### src/rtl/ex_stage.sv
// Execute stage: registers the decode bus and computes the ALU result. Owns the
// HI/LO registers, which are fed by a single-cycle multiplier and a 32-step restoring divider.
module ex_stage (
   input  logic         clk,
   input  logic         rst,
   input  logic [5:0]   stall,
   input  logic [158:0] id_to_ex_bus,
   output logic [75:0]  ex_to_mem_bus,
   output logic [37:0]  ex_to_rf_bus,
   output logic         data_sram_en,
   output logic [3:0]   data_sram_wen,
   output logic [31:0]  data_sram_addr,
   output logic [31:0]  data_sram_wdata,
   output logic         stallreq_for_ex
);

   localparam logic [1:0] S_IDLE = 2'd0;
   localparam logic [1:0] S_BUSY = 2'd1;
   localparam logic [1:0] S_DONE = 2'd2;

   logic [158:0] bus_q, bus_d;

   always_comb begin
      bus_d = bus_q;
      if (stall[2] && !stall[3]) bus_d = '0;
      else if (!stall[2])        bus_d = id_to_ex_bus;
   end

   always_ff @(posedge clk) begin
      if (rst) bus_q <= '0;
      else     bus_q <= bus_d;
   end

   logic [31:0] pc, inst, rdata1, rdata2;
   logic [11:0] alu_op;
   logic [2:0]  sel_src1;
   logic [3:0]  sel_src2, ram_wen;
   logic        ram_en, rf_we, sel_rf_res;
   logic [4:0]  rf_waddr;

   assign {pc, inst, alu_op, sel_src1, sel_src2, ram_en, ram_wen, rf_we, rf_waddr,
           sel_rf_res, rdata1, rdata2} = bus_q;

   logic is_rtype, is_mult, is_multu, is_div, is_divu;
   logic is_mfhi, is_mflo, is_mthi, is_mtlo;

   assign is_rtype = (inst[31:26] == 6'd0);
   assign is_mult  = is_rtype && (inst[5:0] == 6'h18);
   assign is_multu = is_rtype && (inst[5:0] == 6'h19);
   assign is_div   = is_rtype && (inst[5:0] == 6'h1a);
   assign is_divu  = is_rtype && (inst[5:0] == 6'h1b);
   assign is_mfhi  = is_rtype && (inst[5:0] == 6'h10);
   assign is_mthi  = is_rtype && (inst[5:0] == 6'h11);
   assign is_mflo  = is_rtype && (inst[5:0] == 6'h12);
   assign is_mtlo  = is_rtype && (inst[5:0] == 6'h13);

   logic [31:0] src1, src2;

   always_comb begin
      src1 = '0;
      if (sel_src1[0]) src1 = src1 | rdata1;
      if (sel_src1[1]) src1 = src1 | pc;
      if (sel_src1[2]) src1 = src1 | {27'd0, inst[10:6]};
      src2 = '0;
      if (sel_src2[0]) src2 = src2 | rdata2;
      if (sel_src2[1]) src2 = src2 | {{16{inst[15]}}, inst[15:0]};
      if (sel_src2[2]) src2 = src2 | 32'd8;
      if (sel_src2[3]) src2 = src2 | {16'd0, inst[15:0]};
   end

   // Kept as its own net so the arithmetic shift is not turned unsigned by the OR below
   logic [31:0] sra_res, alu_res;
   assign sra_res = $signed(src2) >>> src1[4:0];

   always_comb begin
      alu_res = '0;
      if (alu_op[11]) alu_res = alu_res | (src1 + src2);
      if (alu_op[10]) alu_res = alu_res | (src1 - src2);
      if (alu_op[9])  alu_res = alu_res | {31'd0, $signed(src1) < $signed(src2)};
      if (alu_op[8])  alu_res = alu_res | {31'd0, src1 < src2};
      if (alu_op[7])  alu_res = alu_res | (src1 & src2);
      if (alu_op[6])  alu_res = alu_res | ~(src1 | src2);
      if (alu_op[5])  alu_res = alu_res | (src1 | src2);
      if (alu_op[4])  alu_res = alu_res | (src1 ^ src2);
      if (alu_op[3])  alu_res = alu_res | (src2 << src1[4:0]);
      if (alu_op[2])  alu_res = alu_res | (src2 >> src1[4:0]);
      if (alu_op[1])  alu_res = alu_res | sra_res;
      if (alu_op[0])  alu_res = alu_res | {src2[15:0], 16'd0};
   end

   // Low 64 bits of the product of sign-extended operands equal the signed product
   logic [63:0] mul_a, mul_b, product;
   assign mul_a   = {{32{is_mult & rdata1[31]}}, rdata1};
   assign mul_b   = {{32{is_mult & rdata2[31]}}, rdata2};
   assign product = mul_a * mul_b;

   logic [1:0]  state_q, state_d;
   logic [4:0]  cnt_q, cnt_d;
   logic [31:0] quo_q, quo_d, rem_q, rem_d, dsor_q, dsor_d;
   logic        q_neg_q, q_neg_d, r_neg_q, r_neg_d;
   logic [32:0] shifted;
   logic [33:0] diff;
   logic [31:0] dvd_abs, dsor_abs, div_q, div_r;

   assign dvd_abs  = (is_div && rdata1[31]) ? 32'd0 - rdata1 : rdata1;
   assign dsor_abs = (is_div && rdata2[31]) ? 32'd0 - rdata2 : rdata2;
   assign shifted  = {rem_q, quo_q[31]};
   assign diff     = {1'b0, shifted} - {2'b00, dsor_q};
   assign div_q    = q_neg_q ? 32'd0 - quo_q : quo_q;
   assign div_r    = r_neg_q ? 32'd0 - rem_q : rem_q;

   always_comb begin
      state_d = state_q;
      cnt_d   = cnt_q;
      quo_d   = quo_q;
      rem_d   = rem_q;
      dsor_d  = dsor_q;
      q_neg_d = q_neg_q;
      r_neg_d = r_neg_q;
      case (state_q)
         S_IDLE: if (is_div || is_divu) begin
            quo_d   = dvd_abs;
            rem_d   = '0;
            dsor_d  = dsor_abs;
            cnt_d   = '0;
            q_neg_d = is_div && (rdata1[31] ^ rdata2[31]);
            r_neg_d = is_div && rdata1[31];
            state_d = S_BUSY;
         end
         S_BUSY: begin
            if (!diff[33]) begin
               rem_d = diff[31:0];
               quo_d = {quo_q[30:0], 1'b1};
            end else begin
               rem_d = shifted[31:0];
               quo_d = {quo_q[30:0], 1'b0};
            end
            cnt_d = cnt_q + 5'd1;
            if (cnt_q == 5'd31) state_d = S_DONE;
         end
         // Leave DONE whenever the divide leaves EX, committed or bubbled away
         S_DONE: if (!(stall[2] && stall[3])) state_d = S_IDLE;
         default: state_d = S_IDLE;
      endcase
   end

   logic [31:0] hi_q, hi_d, lo_q, lo_d;

   always_comb begin
      hi_d = hi_q;
      lo_d = lo_q;
      if (!stall[2]) begin
         if (state_q == S_DONE)        {hi_d, lo_d} = {div_r, div_q};
         else if (is_mult || is_multu) {hi_d, lo_d} = product;
         else if (is_mthi)             hi_d = rdata1;
         else if (is_mtlo)             lo_d = rdata1;
      end
   end

   always_ff @(posedge clk) begin
      if (rst) begin
         state_q <= S_IDLE;
         cnt_q   <= '0;
         quo_q   <= '0;
         rem_q   <= '0;
         dsor_q  <= '0;
         q_neg_q <= 1'b0;
         r_neg_q <= 1'b0;
         hi_q    <= '0;
         lo_q    <= '0;
      end else begin
         state_q <= state_d;
         cnt_q   <= cnt_d;
         quo_q   <= quo_d;
         rem_q   <= rem_d;
         dsor_q  <= dsor_d;
         q_neg_q <= q_neg_d;
         r_neg_q <= r_neg_d;
         hi_q    <= hi_d;
         lo_q    <= lo_d;
      end
   end

   logic [31:0] ex_result;
   logic        rf_we_eff;
   logic [4:0]  rf_waddr_eff;

   assign ex_result    = is_mfhi ? hi_q : (is_mflo ? lo_q : alu_res);
   assign rf_we_eff    = rf_we | is_mfhi | is_mflo;
   assign rf_waddr_eff = (is_mfhi || is_mflo) ? inst[15:11] : rf_waddr;

   assign ex_to_mem_bus   = {pc, ram_en, ram_wen, sel_rf_res, rf_we_eff, rf_waddr_eff, ex_result};
   assign ex_to_rf_bus    = {rf_we_eff, rf_waddr_eff, ex_result};
   assign data_sram_en    = ram_en;
   assign data_sram_wen   = ram_wen;
   assign data_sram_addr  = ex_result;
   assign data_sram_wdata = rdata2;
   assign stallreq_for_ex = (is_div || is_divu) && (state_q != S_DONE);

   logic unused_bits;
   assign unused_bits = ^{stall[5:4], stall[1:0], inst[25:16], diff[32]};

endmodule

### config.mk
export PLATFORM = sky130hd
export DESIGN_NAME = ex_stage
export DESIGN_NICKNAME = d
export VERILOG_FILES = /design/src/rtl/ex_stage.sv
export SDC_FILE = /design/constraint.sdc
export NUM_CORES = 2
export LEC_CHECK = 0
export CAP_MARGIN = 20
export CORE_ASPECT_RATIO = 0.7
export CORE_UTILIZATION = 40
export CTS_CLUSTER_DIAMETER = 200
export DETAILED_ROUTE_END_ITERATION = 10
export PLACE_DENSITY = 0.65
export REMOVE_ABC_BUFFERS = 1
export SYNTH_ARGS = -nofsm -noshare
export SYNTH_HDL_FRONTEND = slang
export SYNTH_SLANG_ARGS = --single-unit
### constraint.sdc
create_clock -name clk -period 10.7 [get_ports clk]
set_clock_uncertainty 0.15 [all_clocks]
set_input_delay 1.605 -clock clk [delete_from_list [all_inputs] [get_ports clk]]
set_output_delay 1.605 -clock clk [all_outputs]
set_load 0.02 [all_outputs]
# Word-level counts from Yosys, hierarchy flattened
# Index checks and enable logic that the tools add are counted.
[op_classes] n_addsub=8 n_mul=1 div_mod_pow=0 n_lt_le_gt_ge=2 n_eq_ne=16 shift=3 muxes=45 n_bitwise=25 n_reduce_logical=29
[ops] op="$mux W32" count=34
[ops] op="$or A32 B32 Y32" count=12
[ops] op="$pmux W32 S2" count=2
[ops] op="$sub A1 B32 Y32 const A" count=4
[ops] op="$lt A32 B32 Y1" count=2
[ops] op="$mul A33 B33 Y64" count=1
[ops] op="$or A32 B1 Y32" count=2
[ops] op="$eq A6 B5 Y1 const B" count=8
[ops] op="$sub A33 B32 Y34" count=1
[ops] op="$add A32 B32 Y32" count=1
[ops] op="$and A32 B32 Y32" count=1
[ops] op="$not A32 Y32" count=1
[ops] op="$or A32 B16 Y32" count=1
[ops] op="$or A32 B5 Y32" count=1
[ops] op="$shl A32 B5 Y32" count=1
[ops] op="$shr A32 B5 Y32" count=1
[ops] op="$sshr A32 B5 Y32" count=1
[ops] op="$sub A32 B32 Y32" count=1
[ops] op="$xor A32 B32 Y32" count=1
[ops] op="$logic_and A1 B1 Y1" count=14
[ops] op="$mux W5" count=2
[ops] op="$pmux W5 S2" count=1
[ops] op="$ne A2 B2 Y1 const B" count=4
[ops] op="$logic_not A6 Y1" count=1
[ops] op="other kinds (21)" count=31
[word_totals] reg_bits=328 latchBits=0 ramBits=0 mem_bits_ro=0 in_bits=167 output_inout_bits=184 word_cells=139 mem_count=0

# Longest topological paths before layout
[depth] depth_word=32 mapped_depth=35

# Worst setup path after synthesis
# Ideal clock, no wire load.
[synth_path] path_type="register -> register" start="register bus_q[123]" end="register hi_q[27]" setup_time_ps=86 t_arrival_ps=8884 t_required_ps=10464 path_slack_ps=1580 stages_incl_launch_ff=36 n_path_buf=4 cell_sequence="dfxtp_1 nor4_2 nand3_1 or3b_1 clkbuf_1 nor2_1 clkbuf_1 and2_1 clkbuf_1 nand2_1 inv_1 fa_1 inv_1 fa_1 inv_1 fa_1 fa_1 inv_1 fa_1 inv_1 fa_1 inv_1 fa_1 fa_1 inv_1 ha_1 clkbuf_1 nor2b_1 o21ai_0 nand2b_1 a21oi_1 o21ai_0 a31oi_2 o21bai_4 xnor2_1 a211oi_1"
[synth_via] elab_chain_len=6
[synth_rtl] element="start, declared" line="21" source="logic [158:0] bus_q, bus_d;"
[synth_rtl] element="start signal, assigned" line="31" source="else bus_q <= bus_d;"
[synth_rtl] element="$logic_not A6 Y1 *" line="47" source="assign is_rtype = (inst[31:26] == 6'd0);"
[synth_rtl] element="$logic_and A1 B1 Y1" line="48" source="assign is_mult = is_rtype && (inst[5:0] == 6'h18);"
[synth_rtl] element="$and A1 B1 Y1 (on tied branches)" line="93, 94"
[synth_rtl] element="$mul A33 B33 Y64" line="95" source="assign product = mul_a * mul_b;"
[synth_rtl] element="$mux W32" line="154" source="else if (is_mult || is_multu) {hi_d, lo_d} = product;"
[synth_rtl] element="$mux W32" line="153" source="if (state_q == S_DONE) {hi_d, lo_d} = {div_r, div_q};"
[synth_rtl] element="end signal, assigned" line="179" source="hi_q <= hi_d;"
[synth_rtl] element="end, declared" line="147" source="logic [31:0] hi_q, hi_d, lo_q, lo_d;"
# Mark *: on every way between the ends. The rest lies on a longest branch, timed or not.
# A chain may end at the register's enable or synchronous reset.

# Final worst setup path
[layout_path] start="register bus_q[123]" end="register hi_q[29]"
# The elaborated chain is that of the path after synthesis.

==> summary.log <==
[place] count of placed standard cells including taps 9870
[hold_path] type of the most critical hold path register to register
[pwr] power density over cell area 67.3 nW/um^2
[cts] maximum root-to-sink buffer count 3
[sta] Slew HR 0.188
[cells_and_area] commonest non-fill, non-tap cell in the layout sky130_fd_sc_hd__inv_1
[floorplanning] die footprint 165000 um^2
[floorplanning] number of top-level pins 351
[cts] clock slew seen by the registers of the worst setup and hold paths 0.06 ns
[detailed_routing] vias 56700
[pwr] maximum ir drop on the vdd rail 0.111 mV
[sta] setup-violating endpoint count in the final report 0
[logic_synthesis] share of async-settable or async-resettable flops after synthesis 0
[logic_synthesis] Ys Warns 0
[place] post-detail-place hpwl 188 mm
[detailed_routing] drt drc 0
[worst_setup_path] Startpoint Class register
[worst_setup_path] highest-delay cell along the critical path sky130_fd_sc_hd__fa_1
[worst_setup_path] nature of the critical path endpoint register
[detailed_routing] remaining number of nets flagged by the antenna check after routing 0
[cells_and_area] layout cell share with drive strength beyond 1 0.0474
[sta] Tcrit/Tclk final 0.965
[place] Placement Cell Area 69600 um^2
[worst_setup_path] CP required 11.03 ns
[global_routing] number of antenna violations at the first check in global routing 18
[cts] CTS root buffer sky130_fd_sc_hd__clkbuf_16
[global_routing] residual overflow from global routing 0
[sta] worst-case hold slack 0.302 ns
[worst_setup_path] worst endpoint data arrival time 10.66 ns
[job] number of maximum-capacitance constraint violations 0
[detailed_routing] initial detailed-routing violation count 6443
[cts] CTS Hold Bufs 0
[detailed_routing] routed length on met3 29.4 mm
[logic_synthesis] synth unique cells 89
[cts] htree depth 2
[logic_synthesis] syn avg cell area 8.24 um^2
[cells_and_area] Core Util, Final 0.441
[worst_setup_path] delay of the slowest cell on the worst path 0.71 ns
[detailed_routing] Avg WL per Cell 24.0 um
[cells_and_area] final net count 9436
[pwr] Leak Pwr 31.1 nW
[run_status] outcome completed
[sta] Max Clock Freq 0.0969 GHz
[cts] clock latency on the worst-skew pair 0.66 ns
[logic_synthesis] Mapped Area 65500 um^2
[sta] number of pins with negative max-slew slack in the final report 0
[floorplanning] num rows 123
[logic_synthesis] sequential-to-total area share from yosys stat 0.0972
[place] PortBufs 336
[detailed_routing] highest routed layer met5
[global_routing] global-route wire length before repair 363 mm
[detailed_routing] Avg Vias per Cell 5.69
[worst_setup_path] Worst Setup Path Type register to register
[logic_synthesis] number of instances in the synthesized netlist 7953
[detailed_routing] DR pass1 iterations 7
[sta] Final Hold Violating Endpoints 0
[cts] number of buffers inserted during clock tree synthesis 43
[cells_and_area] final non-filler cell area 71200 um^2
[sta] actual transition at the worst max-transition pin 1.22 ns
[global_routing] via count of the first global-routing pass 56900
[place] Routability Congestion 1.05
[cells_and_area] number of fill cells 16000
[floorplanning] Core Box Area 162000 um^2
[cells_and_area] Layout Cells excl Fill 9959
[global_routing] total routing resource utilization after global routing 0.288
[worst_setup_path] CP Max Fanout 20
[detailed_routing] post-detailed-routing wire length 239 mm
[logic_synthesis] post-synthesis sequential element count 318
[global_routing] maximum number of pins on one net before global-route repair 112
[logic_synthesis] Most used DFF post-synth sky130_fd_sc_hd__dfxtp_1
[floorplanning] vertical die dimension 341 um
[detailed_routing] Met1 Routed Length 103 mm
[cells_and_area] most frequent cells in the layout sky130_fd_sc_hd__inv_1 (1276), sky130_fd_sc_hd__nand2_1 (1197), sky130_fd_sc_hd__fa_1 (1127)
[detailed_routing] met2 wire len 98.4 mm
[floorplanning] initial core utilization 0.406
[cts] clock tree from TritonCTS yes
[logic_synthesis] number of synthesized flops with an enable pin 0
[sta] shortest period the worst path allows 10.32 ns
[worst_setup_path] most numerous cell on the critical path sky130_fd_sc_hd__fa_1
[cells_and_area] area overhead of the layout relative to synthesis 8.70%
[cts] clk sink count 318
[floorplanning] Die Span X 486 um
[sequential cells by signal, indices dropped and copies added (netlist names)]
name / cells
bus_q: 149
cnt_q: 5
dsor_q: 32
hi_q: 32
lo_q: 32
q_neg_q: 1
quo_q: 32
r_neg_q: 1
rem_q: 32
state_q: 2
[cell families after synthesis]
kind of cell,Yosys count,synth area share
adder cells (fa/ha/maj),1475,0.411
flip-flops,318,0.0972
AND/OR/NAND/NOR,2358,0.160
AO/OA/AOI/OAI,1277,0.129
buffers and inverters,1964,0.121
XOR/XNOR,256,0.0342
multiplexers,305,0.0472
[final timing paths]
kind | slack, ns | end | start | cells after the start
min | 0.30 | dsor_q[31] | dsor_q[31] | 2
min reg2reg | 0.30 | dsor_q[31] | dsor_q[31] | 2
max reg2reg | 0.38 | hi_q[29] | bus_q[123] | 27
max | 0.38 | hi_q[29] | bus_q[123] | 27
[what timing repair did]
action	4_1_cts	5_1_grt
resized for setup	0	6
endpoints found under the setup margin	0	12
buffers inserted	0	4
[through the flow]
step / setup WS, ns / TNS [ns] / power [mW]
4_1_cts: 0.205 / 0 / 4.77
6_report: 0.376 / 0 / 4.79
5_1_grt: -0.0115 / -0.0186 / 5.00
2_1_floorplan: -1.13 / -61.33 / 2.35
3_3_place_gp: 0.438 / 0 / 3.14
3_5_place_dp: 0.266 / 0 / 3.16
[where the power goes]
part,leakage (nW),switching (mW),internal [mW]
Sequential,2.61,0.129,1.22
Clock,0.744,0.670,0.933
Combinational,27.8,1.16,0.686
Total,31.1,1.96,2.83
[cells in the mapped netlist, drive strengths merged, types with 15 or more instances]
cell     count  share of area
nor3        69         0.0053
nand3       82         0.0063
o41ai       19         0.0028
nor4        23         0.0023
a22o        46         0.0061
o21a        24         0.0027
a31oi       37         0.0036
a311oi      17         0.0023
clkbuf     406          0.023
a21o        61         0.0070
o211ai      84         0.0096
nand4       22         0.0021
nand2     1198          0.069
a21oi      328          0.025
o21ai      257          0.020
ha         347          0.066
nor2b       23         0.0022
xnor2      168          0.022
or2         19         0.0018
o31ai       41         0.0047
a211oi      80         0.0092
fa        1128           0.34
a22oi       88          0.010
nor2       473          0.027
and3        36         0.0034
a221oi      43         0.0057
or3         22         0.0021
mux2i      273          0.042
mux2        32         0.0055
xor2        88          0.012
o21bai      26         0.0032
buf        274          0.024
dfxtp      318          0.097
and2       301          0.029
inv       1281          0.073
nand2b      40         0.0038
a2111oi     15         0.0023
[worst max-delay path: cells and delay by family (launching register included)]
family                   cells  cell delay (ns)
adder cells (fa/ha/maj)      9             4.81
AND/OR/NAND/NOR              8             2.42
AO/OA/AOI/OAI                4             1.18
buffers and inverters        5             0.81
multiplexers                 1             0.46
flip-flops                   1             0.32
[cell type report]
type / count / area, um^2 / area share
flip-flops and latches: 318 / 6440 / 0.0905
repair buffers: 476 / 4450 / 0.0625
clock inverters: 15 / 248 / 0.00348
inverters: 1284 / 4830 / 0.0678
well taps: 2125 / 2660 / 0.0373
diodes: 6 / 15.0 / 0.000211
multi-input cells: 5671 / 51300 / 0.720
clock buffers: 64 / 1270 / 0.0179
[per-layer routing]
| layer | up-vias | global-route usage |
|---|---|---|
| li1 | 24800 | - |
| met1 | 28200 | 0.414 |
| met2 | 3240 | 0.420 |
| met3 | 412 | 0.0752 |
| met4 | 24 | 0.0900 |
| met5 | - | 0 |
No activity file was read; power rests on OpenSTA's default activity.
